### src/rtl/regfile_wr_arbiter_if.sv
// Writeback request bundle: two requesters, each with a valid/ready handshake,
// a destination register address and write data.
interface regfile_wr_arbiter_if #(
    parameter int WIDTH  = 64,
    parameter int ADDR_W = 5
);
    logic              req0_valid;
    logic [ADDR_W-1:0] req0_addr;
    logic [WIDTH-1:0]  req0_data;
    logic              req0_ready;
    logic              req1_valid;
    logic [ADDR_W-1:0] req1_addr;
    logic [WIDTH-1:0]  req1_data;
    logic              req1_ready;

    modport master (
        output req0_valid, req0_addr, req0_data,
        input  req0_ready,
        output req1_valid, req1_addr, req1_data,
        input  req1_ready
    );

    modport slave (
        input  req0_valid, req0_addr, req0_data,
        output req0_ready,
        input  req1_valid, req1_addr, req1_data,
        output req1_ready
    );
endinterface

### src/rtl/regfile_wr_arbiter.sv
// Round-robin arbiter for one register-file write port shared by the ALU and
// load writeback paths, with a registered one-hot enable stage.
module regfile_wr_arbiter #(
    parameter int WIDTH    = 64,
    parameter int NREG     = 32,
    parameter int ADDR_W   = 5,
    parameter int ZERO_REG = 31,
    parameter int CNT_W    = 8
) (
    input  logic                 clk,
    input  logic                 reset,
    input  logic                 stall,
    regfile_wr_arbiter_if.slave  req,
    output logic [NREG-1:0]      wr_en,
    output logic [WIDTH-1:0]     wr_data,
    output logic                 grant_id,
    output logic [CNT_W-1:0]     conflict_cnt
);
    logic              prio_reg, prio_next;
    logic [NREG-1:0]   wr_en_reg, wr_en_next;
    logic [WIDTH-1:0]  wr_data_reg, wr_data_next;
    logic              grant_id_reg, grant_id_next;
    logic [CNT_W-1:0]  conflict_cnt_reg, conflict_cnt_next;

    logic              active;
    logic              grant0, grant1;
    logic              ready0, ready1;
    logic              xfer;
    logic              contention;
    logic [ADDR_W-1:0] sel_addr;

    always_comb begin
        active     = reset & ~stall;
        // A lone requester always wins; on a tie prio names the winner.
        grant0     = req.req0_valid & (~req.req1_valid | ~prio_reg);
        grant1     = req.req1_valid & (~req.req0_valid | prio_reg);
        ready0     = active & grant0;
        ready1     = active & grant1;
        xfer       = ready0 | ready1;
        contention = active & req.req0_valid & req.req1_valid;
        sel_addr   = ready1 ? req.req1_addr : req.req0_addr;
    end

    assign req.req0_ready = ready0;
    assign req.req1_ready = ready1;

    genvar gi;
    generate
        for (gi = 0; gi < NREG; gi++) begin : g_dec
            // The hardwired-zero register never receives an enable.
            assign wr_en_next[gi] = xfer && (sel_addr == ADDR_W'(gi)) && (gi != ZERO_REG);
        end
    endgenerate

    always_comb begin
        wr_data_next      = wr_data_reg;
        grant_id_next     = grant_id_reg;
        prio_next         = prio_reg;
        conflict_cnt_next = conflict_cnt_reg;
        if (xfer) begin
            wr_data_next  = ready1 ? req.req1_data : req.req0_data;
            grant_id_next = ready1;
            prio_next     = ~ready1;
        end
        if (contention && (conflict_cnt_reg != {CNT_W{1'b1}})) begin
            conflict_cnt_next = conflict_cnt_reg + CNT_W'(1);
        end
    end

    always_ff @(posedge clk) begin
        if (!reset) begin
            wr_en_reg        <= '0;
            wr_data_reg      <= '0;
            grant_id_reg     <= 1'b0;
            prio_reg         <= 1'b0;
            conflict_cnt_reg <= '0;
        end else begin
            wr_en_reg        <= wr_en_next;
            wr_data_reg      <= wr_data_next;
            grant_id_reg     <= grant_id_next;
            prio_reg         <= prio_next;
            conflict_cnt_reg <= conflict_cnt_next;
        end
    end

    assign wr_en        = wr_en_reg;
    assign wr_data      = wr_data_reg;
    assign grant_id     = grant_id_reg;
    assign conflict_cnt = conflict_cnt_reg;
endmodule

### src/flat_wrapper.sv
// flat-port wrapper written by rule: the top's interface ports become plain ports
module regfile_wr_arbiter_flat 
#(
    parameter int WIDTH    = 64,
    parameter int NREG     = 32,
    parameter int ADDR_W   = 5,
    parameter int ZERO_REG = 31,
    parameter int CNT_W    = 8
)
  (clk, reset, stall, wr_en, wr_data, grant_id, conflict_cnt, req_req0_valid, req_req0_addr, req_req0_data, req_req0_ready, req_req1_valid, req_req1_addr, req_req1_data, req_req1_ready);
  regfile_wr_arbiter_if #(.WIDTH(WIDTH), .ADDR_W(ADDR_W)) req_i ();
  input  logic clk;
  input  logic reset;
  input  logic stall;
  output logic [NREG-1:0] wr_en;
  output logic [WIDTH-1:0] wr_data;
  output logic grant_id;
  output logic [CNT_W-1:0] conflict_cnt;
  input wire logic [$bits(req_i.req0_valid)-1:0] req_req0_valid;
  input wire logic [$bits(req_i.req0_addr)-1:0] req_req0_addr;
  input wire logic [$bits(req_i.req0_data)-1:0] req_req0_data;
  output wire logic [$bits(req_i.req0_ready)-1:0] req_req0_ready;
  input wire logic [$bits(req_i.req1_valid)-1:0] req_req1_valid;
  input wire logic [$bits(req_i.req1_addr)-1:0] req_req1_addr;
  input wire logic [$bits(req_i.req1_data)-1:0] req_req1_data;
  output wire logic [$bits(req_i.req1_ready)-1:0] req_req1_ready;
  assign req_i.req0_valid = req_req0_valid;
  assign req_i.req0_addr = req_req0_addr;
  assign req_i.req0_data = req_req0_data;
  assign req_req0_ready = req_i.req0_ready;
  assign req_i.req1_valid = req_req1_valid;
  assign req_i.req1_addr = req_req1_addr;
  assign req_i.req1_data = req_req1_data;
  assign req_req1_ready = req_i.req1_ready;
  regfile_wr_arbiter #(.WIDTH(WIDTH), .NREG(NREG), .ADDR_W(ADDR_W), .ZERO_REG(ZERO_REG), .CNT_W(CNT_W)) u_core (.clk(clk), .reset(reset), .stall(stall), .req(req_i), .wr_en(wr_en), .wr_data(wr_data), .grant_id(grant_id), .conflict_cnt(conflict_cnt));
endmodule
### config.mk
export PLATFORM = sky130hd
export DESIGN_NAME = regfile_wr_arbiter_flat
export DESIGN_NICKNAME = d
export VERILOG_FILES = /design/src/rtl/regfile_wr_arbiter_if.sv /design/src/rtl/regfile_wr_arbiter.sv /design/src/flat_wrapper.sv
export SDC_FILE = /design/constraint.sdc
export NUM_CORES = 1
export LEC_CHECK = 0
export BUFFER_PORTS_ARGS = -buffer_cell sky130_fd_sc_hd__buf_2
export CAP_MARGIN = 20
export CORE_UTILIZATION = 48
export DETAILED_ROUTE_END_ITERATION = 10
export PLACE_DENSITY = 0.94
export SLEW_MARGIN = 20
export SYNTH_ARGS = -nofsm -noshare
export SYNTH_HDL_FRONTEND = slang
export SYNTH_SLANG_ARGS = --single-unit
### constraint.sdc
create_clock -name clk -period 5.44 [get_ports clk]
set_clock_uncertainty 0.2 [all_clocks]
set_input_delay 0.272 -clock clk [delete_from_list [all_inputs] [get_ports clk]]
set_output_delay 0.272 -clock clk [all_outputs]
set_load 0.03 [all_outputs]
[After elaboration in Yosys (flattened, before gate mapping)]
Cells that the tools add are included.
Widths: inputs -> output; s select.
Storage, ports and cells
  register bits after elaboration: 106
  latch bits: 0
  memory bits (writable): 0
  ROM bits: 0
  input port bits: 143
  output and inout port bits: 107
  memories kept: 0
Cells by class
  $add $sub $neg: 1
  $mul: 0
  divide/modulo/power cells: 0
  $lt $le $gt $ge: 0
  equality and inequality tests: 31
  shifts and indexed selects: 0
  mux-type cells: 2
  bitwise logic cells: 15
  reduce and logical (&&, ||, !) cells: 33
Operators with widths (number)
  $eq 5x5->1 const B: 15
  $mux 64: 1
  $eq 5x4->1 const B: 8
  $logic_and 1x1->1: 32
  $eq 5x3->1 const B: 4
  $eq 5x2->1 const B: 2
  $add 8x1->8 const B: 1
  $ne 8x8->1 const B: 1
  $and 1x1->1: 7
  $eq 5x1->1 const B: 1
  $logic_not 5->1: 1
  $mux 5: 1
  $not 1->1: 5
  $or 1x1->1: 3

[Depth between registers and ports, before layout]
  depth in word-level cells: 7
  mapped depth: 8
  mapped depth without buffers: 5

[Worst setup path after synthesis]
OpenSTA, ideal clock, no wires.
  kind: register -> register
  start: reg u_core.conflict_cnt_reg[0], in the netlist u_core.conflict_cnt[0]
  end: reg u_core.conflict_cnt_reg[6], in the netlist u_core.conflict_cnt[6]
  setup time: 115 ps
  arrival time: 1450 ps
  path slack: 3675 ps
  cell stages (with the launch flop): 6
  buffers on the path: 0
  period minus slack after synthesis: 1765 ps
  path through: dfxtp_1 > ha_1 > nand3_1 > nor4_1 > xor2_1 > and2_1
Between the ends
  longest elaborated chain between the ends: 2
Ends and longest elaborated chain
  start: declaration: RTL line regfile_wr_arbiter.sv:23  | logic [CNT_W-1:0] conflict_cnt_reg, conflict_cnt_next;
  start signal: assignment: RTL line regfile_wr_arbiter.sv:82  | conflict_cnt_reg <= conflict_cnt_next;
  parallel branches: the longest is 2 deep, another holds $add 8x1->8
Several ways; the timed one is not identified.
A chain may end at the register's enable or synchronous reset.

[Worst setup path in the final report]
  start: in reset
  end: reg u_core.wr_data_reg[21], in the netlist u_core.wr_data[21]
Between the ends
  longest elaborated chain between the ends: 3
Ends and longest elaborated chain
  start: declaration: RTL line flat_wrapper.sv:13  | input logic reset;
  $and 1x1->1: RTL line regfile_wr_arbiter.sv:33  | active = reset & ~stall;
  $and 1x1->1, on equally long branches: RTL line regfile_wr_arbiter.sv:38, regfile_wr_arbiter.sv:37
  $mux 64 or $or 1x1->1 (tied branches): RTL line regfile_wr_arbiter.sv:61, regfile_wr_arbiter.sv:39
  end signal: assignment: RTL line regfile_wr_arbiter.sv:79  | wr_data_reg <= wr_data_next;
  end: declaration: RTL line regfile_wr_arbiter.sv:21  | logic [WIDTH-1:0] wr_data_reg, wr_data_next;
Parallel ways exist; a longest one is shown, timed or not.

==> impl_metrics.csv <==
group,metric,value,unit
clock_network,clkSinkCount,105,
floorplanning,fp.dieArea,9889,µm²
sta,grt_setup_unrepaired,"no",
worst_setup_path,cp_data_arrival_time,3.72,ns
pwr,vdd_drop_max,0.0001689,V
worst_setup_path,critPathLaunchType,"input port",
worst_setup_path,critPathKind,"in2reg",
global_routing,track_usage,30.22,%
logic_synthesis,yosysUniqueCellTypes,40,
global_routing,grt_max_degree,79,
worst_setup_path,worstPathRequired,5.56,ns
floorplanning,boundaryPins,250,
floorplanning,rows,35,
route,wl,15.19,mm
sta,tns,0,ns
logic_synthesis,synth_nets,670,
pwr,power_density,247.3,nW/µm²
sta,slew_headroom,46.58,%
sta,slew_viol_final,0,
worst_setup_path,crit_path_end_kind,"register",
global_routing,grt_pass1_wl,23.81,mm
logic_synthesis,ys.flop_type,"dfxtp_1",
logic_synthesis,synth.yosys.seq_area_share,46.12,%
global_routing,grt_util_met1,34.01,%
worst_setup_path,worstPathMaxFanout,78,
logic_synthesis,synth-seq-cells,105,
logic_synthesis,synthCells,526,
worst_setup_path,cpMostUsedCell,"buf_4",
logic_synthesis,syn_area,4558,µm²
sta,max_clock_freq,0.2780,GHz
floorplanning,core,9240,µm²
route,via_count,5277,
finish,largest_reg_flops,64,
finish,final_cell_mix,"buf_2, dfxtp_1, nor2_1, dlygate4sd3_1, nor3_1",
route,drtAntennaViolNets,0,
clock_network,htreeDepth,3,
global_routing,use_met2,53.58,%
logic_synthesis,synth_edf_count,0,
route,first_pass_iters,5,
floorplanning,initial_core_util,49.33,%
placement,gp_congestion,0.8339,
logic_synthesis,yosys_warnings,0,
floorplanning,die_w,99.45,µm
finish,final_common_cell,"buf_2",
route,detail_route.iter0.violations,262,
clock_network,numCtsBuffers,9,
clock_network,cts_tree,"built",
global_routing,busiest_layer,"met2",
worst_setup_path,cp_slowest_stage_delay,0.59,ns
run,maxCapViolCount,0,
global_routing,antenna_found_initial,0,
worst_setup_path,path_cells,"buf_2 -> buf_4 -> nand3b_1 -> or2_2 -> inv_2 -> buf_4 -> nor3_1 -> nor3_2 -> dlygate4sd3_1",
route,wl_per_cell,15.78,µm
placement,io_buffers,248,
worst_setup_path,cp_slowest_cell,"inv_2",
placement,hpwl,8.583,mm
logic_synthesis,syn_area_per_cell,8.666,µm²
clock_network,root_buffer,"clkbuf_8",
finish,fin_nets,973,
outcome,status,"finished clean",
global_routing,grt_pass1_vias,5114,
finish,drive_gt1_share,40.65,%
logic_synthesis,ys_async_sr_fraction,0,%
pwr,total_leakage_power,3.408,nW
worst_hold_path,hold_class,"in2reg",
sta,tightest_slew,0.8001,ns
sta,setup_viol,0,
placement,pre_cts_ws,2.066,ns
clock_network,cts.clk_slew.worst_paths,0.12,ns
global_routing,grt_overflow,0,
sta,hold_viol,0,
sta,period_needed,3.598,ns
global_routing,grt_use_met3,6.606,%
floorplanning,die_y,99.45,µm
sta,period_share,66.13,%
route,via_per_inst,5.480,
clock_network,worstSkewPairLatency,0.37,ns
finish,synthToLayoutAreaGrowth,49.27,%
route,drc,0,
finish,diodes,0,
clock_network,clockBufferDepth,2,
sta,layout_setup_ws,1.842,ns
## synth_stat cells, types with 2 or more instances
| library cell | n | area, µm² |
|---|---|---|
| nand2_1 | 10 | 37.54 |
| buf_6 | 7 | 78.83 |
| nor2_1 | 100 | 375.4 |
| buf_4 | 2 | 15.01 |
| nand2b_1 | 2 | 12.51 |
| dfxtp_1 | 105 | 2102 |
| buf_2 | 6 | 30.03 |
| mux2i_1 | 2 | 20.02 |
| nor4_1 | 3 | 18.77 |
| nand3b_1 | 4 | 30.03 |
| nor2b_1 | 7 | 43.79 |
| o21ai_0 | 63 | 315.3 |
| inv_1 | 6 | 22.52 |
| clkbuf_1 | 25 | 93.84 |
| nor3_1 | 67 | 335.3 |
| and3_1 | 3 | 18.77 |
| a41oi_1 | 4 | 35.03 |
| or2_1 | 2 | 12.51 |
| nor4b_1 | 5 | 43.79 |
| a31oi_1 | 14 | 87.58 |
| nor3_2 | 59 | 590.6 |
| a21oi_1 | 2 | 10.01 |
| a222oi_1 | 5 | 50.05 |
| or3b_2 | 3 | 26.28 |
| nand3_1 | 5 | 25.02 |
## critical path: cells and delay by family
family	cells	cell delay [ns]
buf+inv	5	2.16
simple gates	4	1.26
## kinds of logic after synthesis
group,after synthesis,share of synthesized area [%]
AND/OR/NAND/NOR,276,35.47
flip-flops,105,46.12
AO/OA/AOI/OAI,90,11.42
XOR/XNOR,1,0.1922
buffers and inverters,48,5.435
adder cells (fa/ha/maj),1,0.2745
other,1,0.08227
multiplexers,4,1.016
## through the flow
stage               instance area (µm²)  hold WS [ns]  utilization [%]  power, mW  instances
finish                             6804      0.004578            73.64      1.683        963
global route                       6804      0.005053            73.64      1.742        963
CTS                                6804     0.0002722            73.64      1.678        963
detailed placement                 5784        0.2896            62.60      1.107        867
global placement                   5784        0.2780            62.60      1.101        867
floorplan                          4558        0.2641                -     0.9994        526
## final timing paths
path                                       startpoint                                   to  slack (ns)  cells past startpoint
setup / recovery                                reset      u_core.wr_data[21]$_SDFFE_PN0P_        1.84                      9
hold / removal                       req_req1_data[6]       u_core.wr_data[6]$_SDFFE_PN0P_       0.005                      3
setup reg to reg         u_core.prio_reg$_SDFFE_PN0P_      u_core.wr_data[21]$_SDFFE_PN0P_        2.36                      7
hold reg to reg   u_core.conflict_cnt[1]$_SDFFE_PN0P_  u_core.conflict_cnt[1]$_SDFFE_PN0P_        0.30                      2
## what timing repair did
item                      CTS  global route
hold endpoints to repair   47             0
resized for setup           0             0
hold buffers               80             0
buffers inserted            0             0
## layer usage
| metal | vias up | wire length, µm |
|---|---|---|
| met5 | - | 0 |
| met3 | 56 | 1180 |
| met1 | 2430 | 5745 |
| li1 | 2452 | - |
| met4 | 0 | 597 |
| met2 | 339 | 7671 |
## layout make-up
cell class                      count  area [µm²]
Sequential cell                   105        2102
Timing Repair Buffer              333        2079
Clock buffer                        9       123.9
Clock inverter                      7       95.09
Multi-Input combinational cell    373        2216
Fill cell                         664        2436
Inverter                            7       26.28
Tap cell                          129       161.4
## power breakdown
group / internal, mW / total (mW) / switching, mW
Combinational: 0.137 / 0.331 / 0.195
Clock: 0.229 / 0.534 / 0.305
Sequential: 0.801 / 0.818 / 0.0165
Total: 1.17 / 1.68 / 0.516
Power figures use the tool's default switching activity.
